`src/rtl/parity_pkg.sv`:
```
// Shared types and constants for the 16-bit parity-protected serial link.
// Latency: n/a (declarations only).
// Backpressure: n/a.
package parity_pkg;

  localparam int DATA_W = 16;

  localparam logic PAR_EVEN = 1'b0;
  localparam logic PAR_ODD  = 1'b1;

  typedef enum logic [2:0] {
    IDLE,
    START,
    DATA,
    PARITY,
    STOP,
    BREAK
  } rx_state_t;

endpackage

```
`src/rtl/rx_sync_2ff.sv`:
```
// Two-flop synchroniser for an asynchronous input, resetting to the idle-high level.
// Latency: 2 clk cycles.
// Backpressure: none; free-running.
module rx_sync_2ff (
  input  logic clk,
  input  logic rst,
  input  logic d,
  output logic q
);

  logic meta;

  // Resolve metastability on the first flop; the second presents a clean level.
  always_ff @(posedge clk or posedge rst) begin
    if (rst) begin
      meta <= 1'b1;
      q    <= 1'b1;
    end else begin
      meta <= d;
      q    <= meta;
    end
  end

endmodule

```
`src/rtl/parity_frame_receiver.sv`:
```
// Receives start + DATA_W bits LSB-first + parity + stop, checks parity/framing, presents word.
// Latency: ~2 + (DATA_W+2.5)*CLKS_PER_BIT + 1 clk from falling start edge to data_valid.
// Backpressure: valid/ready; a word completing while one is still held is dropped and overrun pulses.
module parity_frame_receiver
  import parity_pkg::*;
#(
  parameter int CLKS_PER_BIT = 16
) (
  input  logic              clk,
  input  logic              rst,
  input  logic              rx_serial,
  input  logic              odd_mode,
  output logic [DATA_W-1:0] data_out,
  output logic              data_valid,
  input  logic              data_ready,
  output logic              parity_err,
  output logic              frame_err,
  output logic              overrun,
  output logic              busy
);

  localparam int CW = $clog2(CLKS_PER_BIT);
  localparam int BW = $clog2(DATA_W + 1);
  localparam logic [CW-1:0] CNT_HALF = CW'(CLKS_PER_BIT / 2 - 1);
  localparam logic [CW-1:0] CNT_LAST = CW'(CLKS_PER_BIT - 1);
  localparam logic [BW-1:0] BIT_LAST = BW'(DATA_W - 1);

  rx_state_t         state, state_nxt;
  logic              rxs;
  logic [CW-1:0]     baud_cnt;
  logic [BW-1:0]     bit_cnt;
  logic [DATA_W-1:0] shift;
  logic              par_acc;
  logic              odd_q;
  logic              bit_tick;
  logic              start_ok;
  logic              data_smp;
  logic              par_smp;
  logic              stop_smp;

  rx_sync_2ff u_sync (
    .clk (clk),
    .rst (rst),
    .d   (rx_serial),
    .q   (rxs)
  );

  assign bit_tick = (baud_cnt == CNT_LAST);
  assign busy     = (state != IDLE);

  // State register.
  always_ff @(posedge clk or posedge rst) begin
    if (rst) state <= IDLE;
    else     state <= state_nxt;
  end

  // Next-state decode and per-cycle sample strobes.
  always_comb begin
    state_nxt = state;
    start_ok  = 1'b0;
    data_smp  = 1'b0;
    par_smp   = 1'b0;
    stop_smp  = 1'b0;
    case (state)
      IDLE:   if (!rxs) state_nxt = START;
      START: begin
        if (baud_cnt == CNT_HALF) begin
          if (rxs) begin
            state_nxt = IDLE;
          end else begin
            start_ok  = 1'b1;
            state_nxt = DATA;
          end
        end
      end
      DATA: begin
        if (bit_tick) begin
          data_smp = 1'b1;
          if (bit_cnt == BIT_LAST) state_nxt = PARITY;
        end
      end
      PARITY: begin
        if (bit_tick) begin
          par_smp   = 1'b1;
          state_nxt = STOP;
        end
      end
      STOP: begin
        if (bit_tick) begin
          stop_smp  = 1'b1;
          state_nxt = rxs ? IDLE : BREAK;
        end
      end
      BREAK:   if (rxs) state_nxt = IDLE;
      default: state_nxt = IDLE;
    endcase
  end

  // Baud counter: phase-aligns to the start-bit centre, then ticks once per bit at mid-bit.
  always_ff @(posedge clk or posedge rst) begin
    if (rst) begin
      baud_cnt <= '0;
    end else begin
      case (state)
        START:               baud_cnt <= start_ok ? '0 : baud_cnt + 1'b1;
        DATA, PARITY, STOP:  baud_cnt <= bit_tick ? '0 : baud_cnt + 1'b1;
        default:             baud_cnt <= '0;
      endcase
    end
  end

  // Shift register, bit counter, running parity and parity mode captured per frame.
  always_ff @(posedge clk or posedge rst) begin
    if (rst) begin
      bit_cnt <= '0;
      shift   <= '0;
      par_acc <= 1'b0;
      odd_q   <= PAR_EVEN;
    end else if (start_ok) begin
      bit_cnt <= '0;
      par_acc <= 1'b0;
      odd_q   <= odd_mode;
    end else if (data_smp) begin
      bit_cnt <= bit_cnt + 1'b1;
      shift   <= {rxs, shift[DATA_W-1:1]};
      par_acc <= par_acc ^ rxs;
    end else if (par_smp) begin
      par_acc <= par_acc ^ rxs;
    end
  end

  // Output holding register with handshake; a completion onto an unaccepted word is dropped.
  always_ff @(posedge clk or posedge rst) begin
    if (rst) begin
      data_out   <= '0;
      data_valid <= 1'b0;
      parity_err <= 1'b0;
      frame_err  <= 1'b0;
      overrun    <= 1'b0;
    end else begin
      overrun <= 1'b0;
      if (stop_smp) begin
        if (data_valid && !data_ready) begin
          overrun <= 1'b1;
        end else begin
          data_out   <= shift;
          parity_err <= par_acc ^ (odd_q == PAR_ODD);
          frame_err  <= ~rxs;
          data_valid <= 1'b1;
        end
      end else if (data_valid && data_ready) begin
        data_valid <= 1'b0;
      end
    end
  end

endmodule

```
`config.mk`:
```
export PLATFORM = sky130hd
export DESIGN_NAME = parity_frame_receiver
export DESIGN_NICKNAME = d
export VERILOG_FILES = /design/src/rtl/parity_pkg.sv /design/src/rtl/rx_sync_2ff.sv /design/src/rtl/parity_frame_receiver.sv
export SDC_FILE = /design/constraint.sdc
export NUM_CORES = 1
export LEC_CHECK = 0
export ABC_AREA = 1
export CAP_MARGIN = 10
export CORE_ASPECT_RATIO = 0.75
export CORE_MARGIN = 5
export CORE_UTILIZATION = 55
export CTS_CLUSTER_SIZE = 10
export DETAILED_ROUTE_END_ITERATION = 8
export PLACE_DENSITY = 0.85
export SYNTH_ARGS = -nofsm -noshare
export SYNTH_HDL_FRONTEND = slang
export SYNTH_HIERARCHICAL = 1
export SYNTH_SLANG_ARGS = --single-unit
```
`constraint.sdc`:
```
create_clock -name clk -period 2.1 [get_ports clk]
set_clock_uncertainty 0.15 [all_clocks]
set_input_delay 0.315 -clock clk [delete_from_list [all_inputs] [get_ports clk]]
set_output_delay 0.315 -clock clk [all_outputs]
set_load 0.01 [all_outputs]
```
==> flow_metrics.tcl, run 1 <==
set metrics [dict create \
    r2r_slack_ns 0.37 \
    worstPathMaxFanout 7 \
    irDropWorstVdd_mv 0.448 \
    grt_max_degree 51 \
    maxSlewViolCount 0 \
    reg2regPathDepth 10 \
    rsz0062_at_grt "no" \
    gp_congestion 0.896 \
    yosysSeqAreaShare_pct 57.6 \
    hold_buffers 0 \
    initial_core_util_pct 56.6 \
    worst_slew_pin_slew_ns 0.415 \
    die_y_um 65.6 \
    pre_cts_ws_ns 0.313 \
    maxSlewHeadroom_pct 72.4 \
    mappedNetlistNets 243 \
    yosysUniqueCellTypes 26 \
    fmaxAchievable_mhz 513 \
    cts.clk_slew.worst_paths_ns 0.09 \
    drtAntennaViolNets 0 \
    arrival_ns 1.49 \
    io_buffers 25 \
    grt_remaining_overflow 0 \
    clock_tree.root_cell "clkbuf_8" \
    diodes 0 \
    synth_top_cells_by_area "dfrtp_1 (55%), nand2_1 (9.4%), o21ai_2 (6.6%)" \
    grt_pass1_wl_mm 6.45 \
    drt-total-wl_mm 3.58 \
    post_cts_buffers 0 \
    min_period_ns 1.95 \
    worstSetupEndpoint "busy" \
    synth_seq_cells 52 \
    clock_latency_ns 0.30 \
    final-hold-violation-count 0 \
    htree_levels 2 \
    numCtsBuffers 5 \
    cts_resized 0 \
    cp.required_ns 1.63 \
    rows 20 \
    status "completed" \
    viasPerCell 4.84 \
    area_delta_synth_final_pct 17.0 \
    synth_top_area_cell "dfrtp_1" \
    setup.worst_path.end_class "output port" \
    fin_ws_ns 0.149 \
    min_period_over_period_pct 92.9 \
    setup_viol 0 \
    dr.pass1.iters 4 \
    critPathLaunchType "flip-flop" \
    io_pins 26 \
    grt_pass1_vias 1491 \
    tritoncts "built" \
    drv_cap 0 \
    timing.rr.start "bit_cnt[0]" \
    routed-via-count 1544 \
    instances_no_fill 319 \
    hold_slack_ns 0.212 \
    syn_area_sq_mm 0.00226 \
    antenna_found_initial 0 \
    final_nets 271 \
    drt-initial-drc-count 161 \
    fp.dieW_um 84.1 \
    yosys_warnings 6 \
    gr-usage-all-layers_pct 14.7 \
    tns_ns 0 \
    path_class "reg -> out" \
    final_util_pct 66.2 \
    drc 0 \
    cts_sinks 52 \
    dp.cells 311 \
    cp-startpoint "state[2]" \
    avgSynthCellArea_sq_um 9.64 \
    p_leak_nw 1.25 \
    hp-class "reg -> reg" \
    design.die.area_sq_mm 0.00551 \
    r2r_end "state[2]" \
    cts_buffer_depth 2 \
    dpl.hpwl_mm 2.55 \
    syn_inst 235 \
    routedWlPerCell_um 11.2 \
    power_density_mw_per_mm2 790 \
    drive_gt1_share_pct 15.9 \
    core_area_sq_mm 0.00400 \
    netlist.area_leader.share_pct 55.2 \
]
[synthesized netlist by cell type (all sizes together)]
cell type	n
dfstp	2
xor2	4
a21oi	3
buf	6
nand3b	1
o21ai	37
nor3	4
dfrtp	50
nand3	13
o22ai	2
inv	36
nand2	61
xnor2	1
nor2	12
ha	3
[report_power, final]
group | switching [mW] | internal (mW)
Sequential | 0.0659 | 1.07
Combinational | 0.246 | 0.165
Clock | 0.315 | 0.233
Total | 0.627 | 1.47
[flip-flops by register name (all words and copies together), names as in the netlist]
register	count
par_acc	1
u_sync/meta	1
data_valid	1
overrun	1
frame_err	1
shift	16
parity_err	1
baud_cnt	4
bit_cnt	5
state	3
u_sync/q	1
data_out	16
odd_q	1
[placed cells by master, fill, tap and decap left out, types with 2 or more instances in the layout]
master           Yosys  routed
inv_2                2       3
o22ai_1              2       2
nand2_2              3       3
clkdlybuf4s50_1      0      25
dfrtp_1             50      50
dfstp_2              2       2
o21ai_0             16      16
o21ai_1              4       4
nor2_4               2       2
nand3_1             11      11
nor2_1               9       9
a21oi_1              3       3
ha_1                 3       3
inv_1               33      32
xor2_1               4       4
clkbuf_8             0       5
nand2_1             57      57
nor3_1               4       4
o21ai_2             17      17
clkinv_2             0       2
[worst min path at each step]
stage                startpoint     endpoint  slack, ns  cells past startpoint
finish              u_sync/meta     u_sync/q       0.21                      0
global route        u_sync/meta     u_sync/q       0.22                      0
CTS                 u_sync/meta     u_sync/q       0.21                      0
detailed placement  u_sync/meta     u_sync/q       0.20                      0
global placement    u_sync/meta     u_sync/q       0.20                      0
floorplan                   rst  u_sync/meta       0.08                      1
[worst max-delay path, stage by stage (launching register included)]
cell and delay, ns:
dfrtp_1 0.50, nor2_1 0.07, nand2_1 0.08, clkdlybuf4s50_1 0.53
[final cells by class]
cell class / count / area [sq um]
clock buffers: 5 / 68.8
clock inverters: 3 / 18.8
fillers: 311 / 1350
inverters: 36 / 138
multi-input cells: 141 / 774
flip-flops and latches: 52 / 1300
well taps: 55 / 68.8
repair buffers: 27 / 278
[stage by stage]
stage / power (mW) / instance area, sq um
after floorplan: 1.43 / 2260
after global placement: 1.55 / 2560
after detailed placement: 1.57 / 2560
after CTS: 2.12 / 2650
after global routing: 2.23 / 2650
final: 2.09 / 2650
[routing by layer]
layer / part of all wire (%) / wire (um) / global-route usage [%] / vias to the layer above
li1: - / - / - / 791
met2: 43 / 1540 / 22.9 / 37
met5: 0 / 0 / 0 / -
met4: 1.5 / 52 / 7.03 / 0
met3: 6.0 / 214 / 3.76 / 5
met1: 50 / 1780 / 19.3 / 711
[logic make-up (layout without fill, tap and decap cells)]
logic type	after synthesis	count (layout)	share of synthesized area, %
xor+xnor	5	5	1.93
fa+ha+maj	3	3	1.66
simple gates	91	91	18.4
compound gates	42	42	12.2
buf+inv	42	71	8.23
flops	52	52	57.6
Note: power is estimated with default switching activity, not from simulation.
==> inputs of run 2 (changes only) <==
--- a/config.mk
+++ b/config.mk
@@ -9,10 +9,11 @@
 export CAP_MARGIN = 10
 export CORE_ASPECT_RATIO = 0.75
 export CORE_MARGIN = 5
-export CORE_UTILIZATION = 55
+export CORE_UTILIZATION = 57
+export CTS_BUF_LIST = sky130_fd_sc_hd__clkbuf_4
 export CTS_CLUSTER_SIZE = 10
 export DETAILED_ROUTE_END_ITERATION = 8
-export PLACE_DENSITY = 0.85
+export PLACE_DENSITY = 0.88
 export SYNTH_ARGS = -nofsm -noshare
 export SYNTH_HDL_FRONTEND = slang
 export SYNTH_HIERARCHICAL = 1
==> run 2 against run 1 <==
Effect of this change: register-to-register slack got worse by 0.04 ns; sequential power about the same; first-iteration DRC count decreased by 37%; sequential share of layout area up 0.21 points; global-route usage up 1.8 points; clock power about the same; count of clock-buffer cells in the layout unchanged; power increased by 0.30%; routed wire length up 7.7%; sequential cell count did not move; worst setup slack worse by 0.078 ns; final cell count shrank 0.94%; critical endpoint unchanged; highest routed layer unchanged.
==> flow_metrics.tcl, run 2 (synthesis results as in run 1) <==
set metrics [dict create \
    die_y_um 64.6 \
    cp_cell_sequence "nor2_1 > nand2_1 > clkdlybuf4s50_1" \
    r2r_end "shift[10]" \
    status "completed" \
    final-hold-violation-count 0 \
    cp.required_ns 1.63 \
    cts_sinks 52 \
    cts_buffer_depth 2 \
    top_regs "data_out x16, shift x16, bit_cnt x5" \
    reg2regPathDepth 6 \
    critPathBufInv 1 \
    drc 0 \
    htree_levels 2 \
    diodes 0 \
    final_common_cell "nand2_1" \
    irDropWorstVdd_mv 0.387 \
    io_buffers 25 \
    numCtsBuffers 5 \
    drt-total-wl_mm 3.86 \
    clock_tree.root_cell "clkbuf_4" \
    drt-initial-drc-count 101 \
    final_nets 271 \
    min_period_ns 2.03 \
    grt_pass1_wl_mm 6.80 \
    viasPerCell 4.94 \
    drive_gt1_share_pct 15.9 \
    fin_area_sq_mm 0.00264 \
    power_density_mw_per_mm2 796 \
    max_stage_delay_ns 0.54 \
    mostFrequentLayoutCells "nand2_1 (57), dfrtp_1 (50), inv_1 (32)" \
    rows 19 \
    tritoncts "built" \
    area_delta_synth_final_pct 16.5 \
    hold_buffers 0 \
    grt_pass1_vias 1489 \
    min_period_over_period_pct 96.6 \
    grt_max_degree 51 \
    r2r_slack_ns 0.33 \
    gr-usage-all-layers_pct 16.5 \
    fill_cells 296 \
    tns_ns 0 \
    dr.pass1.iters 4 \
    cts_resized 0 \
    place_area_sq_mm 0.00256 \
    maxSlewHeadroom_pct 71.0 \
    worst_slew_pin_slew_ns 0.436 \
    io_pins 26 \
    p_leak_nw 1.24 \
    grt_remaining_overflow 0 \
    dpl.hpwl_mm 2.76 \
    antenna_found_initial 0 \
    core_area_sq_mm 0.00376 \
    fmaxAchievable_mhz 493 \
    rsz0062_at_grt "no" \
    clock_latency_ns 0.37 \
    multi_input_area_sq_um 774 \
    path_class "reg -> out" \
    post_cts_buffers 0 \
    crit_family "buffers and inverters" \
    seq_area_sq_mm 0.00130 \
    arrival_ns 1.56 \
    cts.clk_slew.worst_paths_ns 0.15 \
    drtAntennaViolNets 0 \
    hp-class "in -> async" \
    timing.rr.start "baud_cnt[0]" \
    initial_core_util_pct 60.3 \
    gp_congestion 0.785 \
    drv_cap 0 \
    worstPathMaxFanout 7 \
    setup_viol 0 \
    maxSlewViolCount 0 \
    slowest_stage "clkdlybuf4s50_1" \
    setup.worst_path.end_class "output port" \
    critPathLaunchType "flip-flop" \
    design.die.area_sq_mm 0.00535 \
    routed-via-count 1562 \
    fp.dieW_um 82.8 \
    routedWlPerCell_um 12.2 \
]
## run 2: cell count changes in the layout (fill, tap and decap cells not counted), sizes merged
cell,before,now
clkinvlp,0,1
bufinv,0,1
clkinv,3,1
## run 2: per-stage QoR
step | hold slack (ns) | worst slack [ns] | std cells | util (%) | total power [mW]
2_1_floorplan | 0.0765 | 0.434 | 235 | - | 1.43
3_5_place_dp | 0.199 | 0.313 | 308 | 68.1 | 1.57
6_report | 0.164 | 0.0709 | 316 | 70.3 | 2.10
4_1_cts | 0.153 | 0.0767 | 316 | 70.3 | 2.11
5_1_grt | 0.173 | 0.00838 | 316 | 70.3 | 2.21
3_3_place_gp | 0.195 | 0.338 | 308 | 68.1 | 1.55
## run 2: layer usage
metal	global-route usage, %	vias up	share of wire (%)
li1	-	802	-
met1	21.8	717	47
met2	27.0	36	47
met3	4.16	7	4.7
met4	4.90	0	1.0
met5	0	-	0
## run 2: area by class of cell
type | count | share of cell area (%)
clock buffer | 5 | 1.42
clock inverter | 3 | 1.61
inverter | 36 | 5.22
multi-input combinational | 141 | 29.4
sequential | 52 | 49.4
tap | 52 | 2.47
timing repair buffer | 27 | 10.5
## run 2: how the worst max path moves through the flow
stage,start,to,depth (start not counted)
floorplan,rst,baud_cnt[0],1
global placement,data_ready,data_out[4],6
detailed placement,data_ready,data_out[3],6
CTS,state[0],busy,3
global route,state[2],busy,3
finish,state[0],busy,3
## run 2: worst register-to-register path, stage by stage, from the launching register on
cell and delay [ns]:
dfrtp_1 0.41, ha_1 0.20, nand2_2 0.09, nor2_4 0.19
nand3_4 0.15, buf_4 0.25, o21ai_0 0.25
## run 2: power by group
group          internal (mW)  total [mW]  switching [mW]
clock                  0.249       0.550           0.301
sequential              1.07        1.14          0.0678
combinational          0.166       0.413           0.247
total                   1.48        2.10           0.616
==> inputs of run 3 (changes only) <==
--- a/config.mk
+++ b/config.mk
@@ -6,11 +6,12 @@
 export NUM_CORES = 1
 export LEC_CHECK = 0
 export ABC_AREA = 1
-export CAP_MARGIN = 10
+export CAP_MARGIN = 15
 export CORE_ASPECT_RATIO = 0.75
 export CORE_MARGIN = 5
 export CORE_UTILIZATION = 57
 export CTS_BUF_LIST = sky130_fd_sc_hd__clkbuf_4
+export CTS_CLUSTER_DIAMETER = 60
 export CTS_CLUSTER_SIZE = 10
 export DETAILED_ROUTE_END_ITERATION = 8
 export PLACE_DENSITY = 0.88
==> results of run 3 <==
Same layout as run 2: the final DEF is identical, and so are final timing and power.
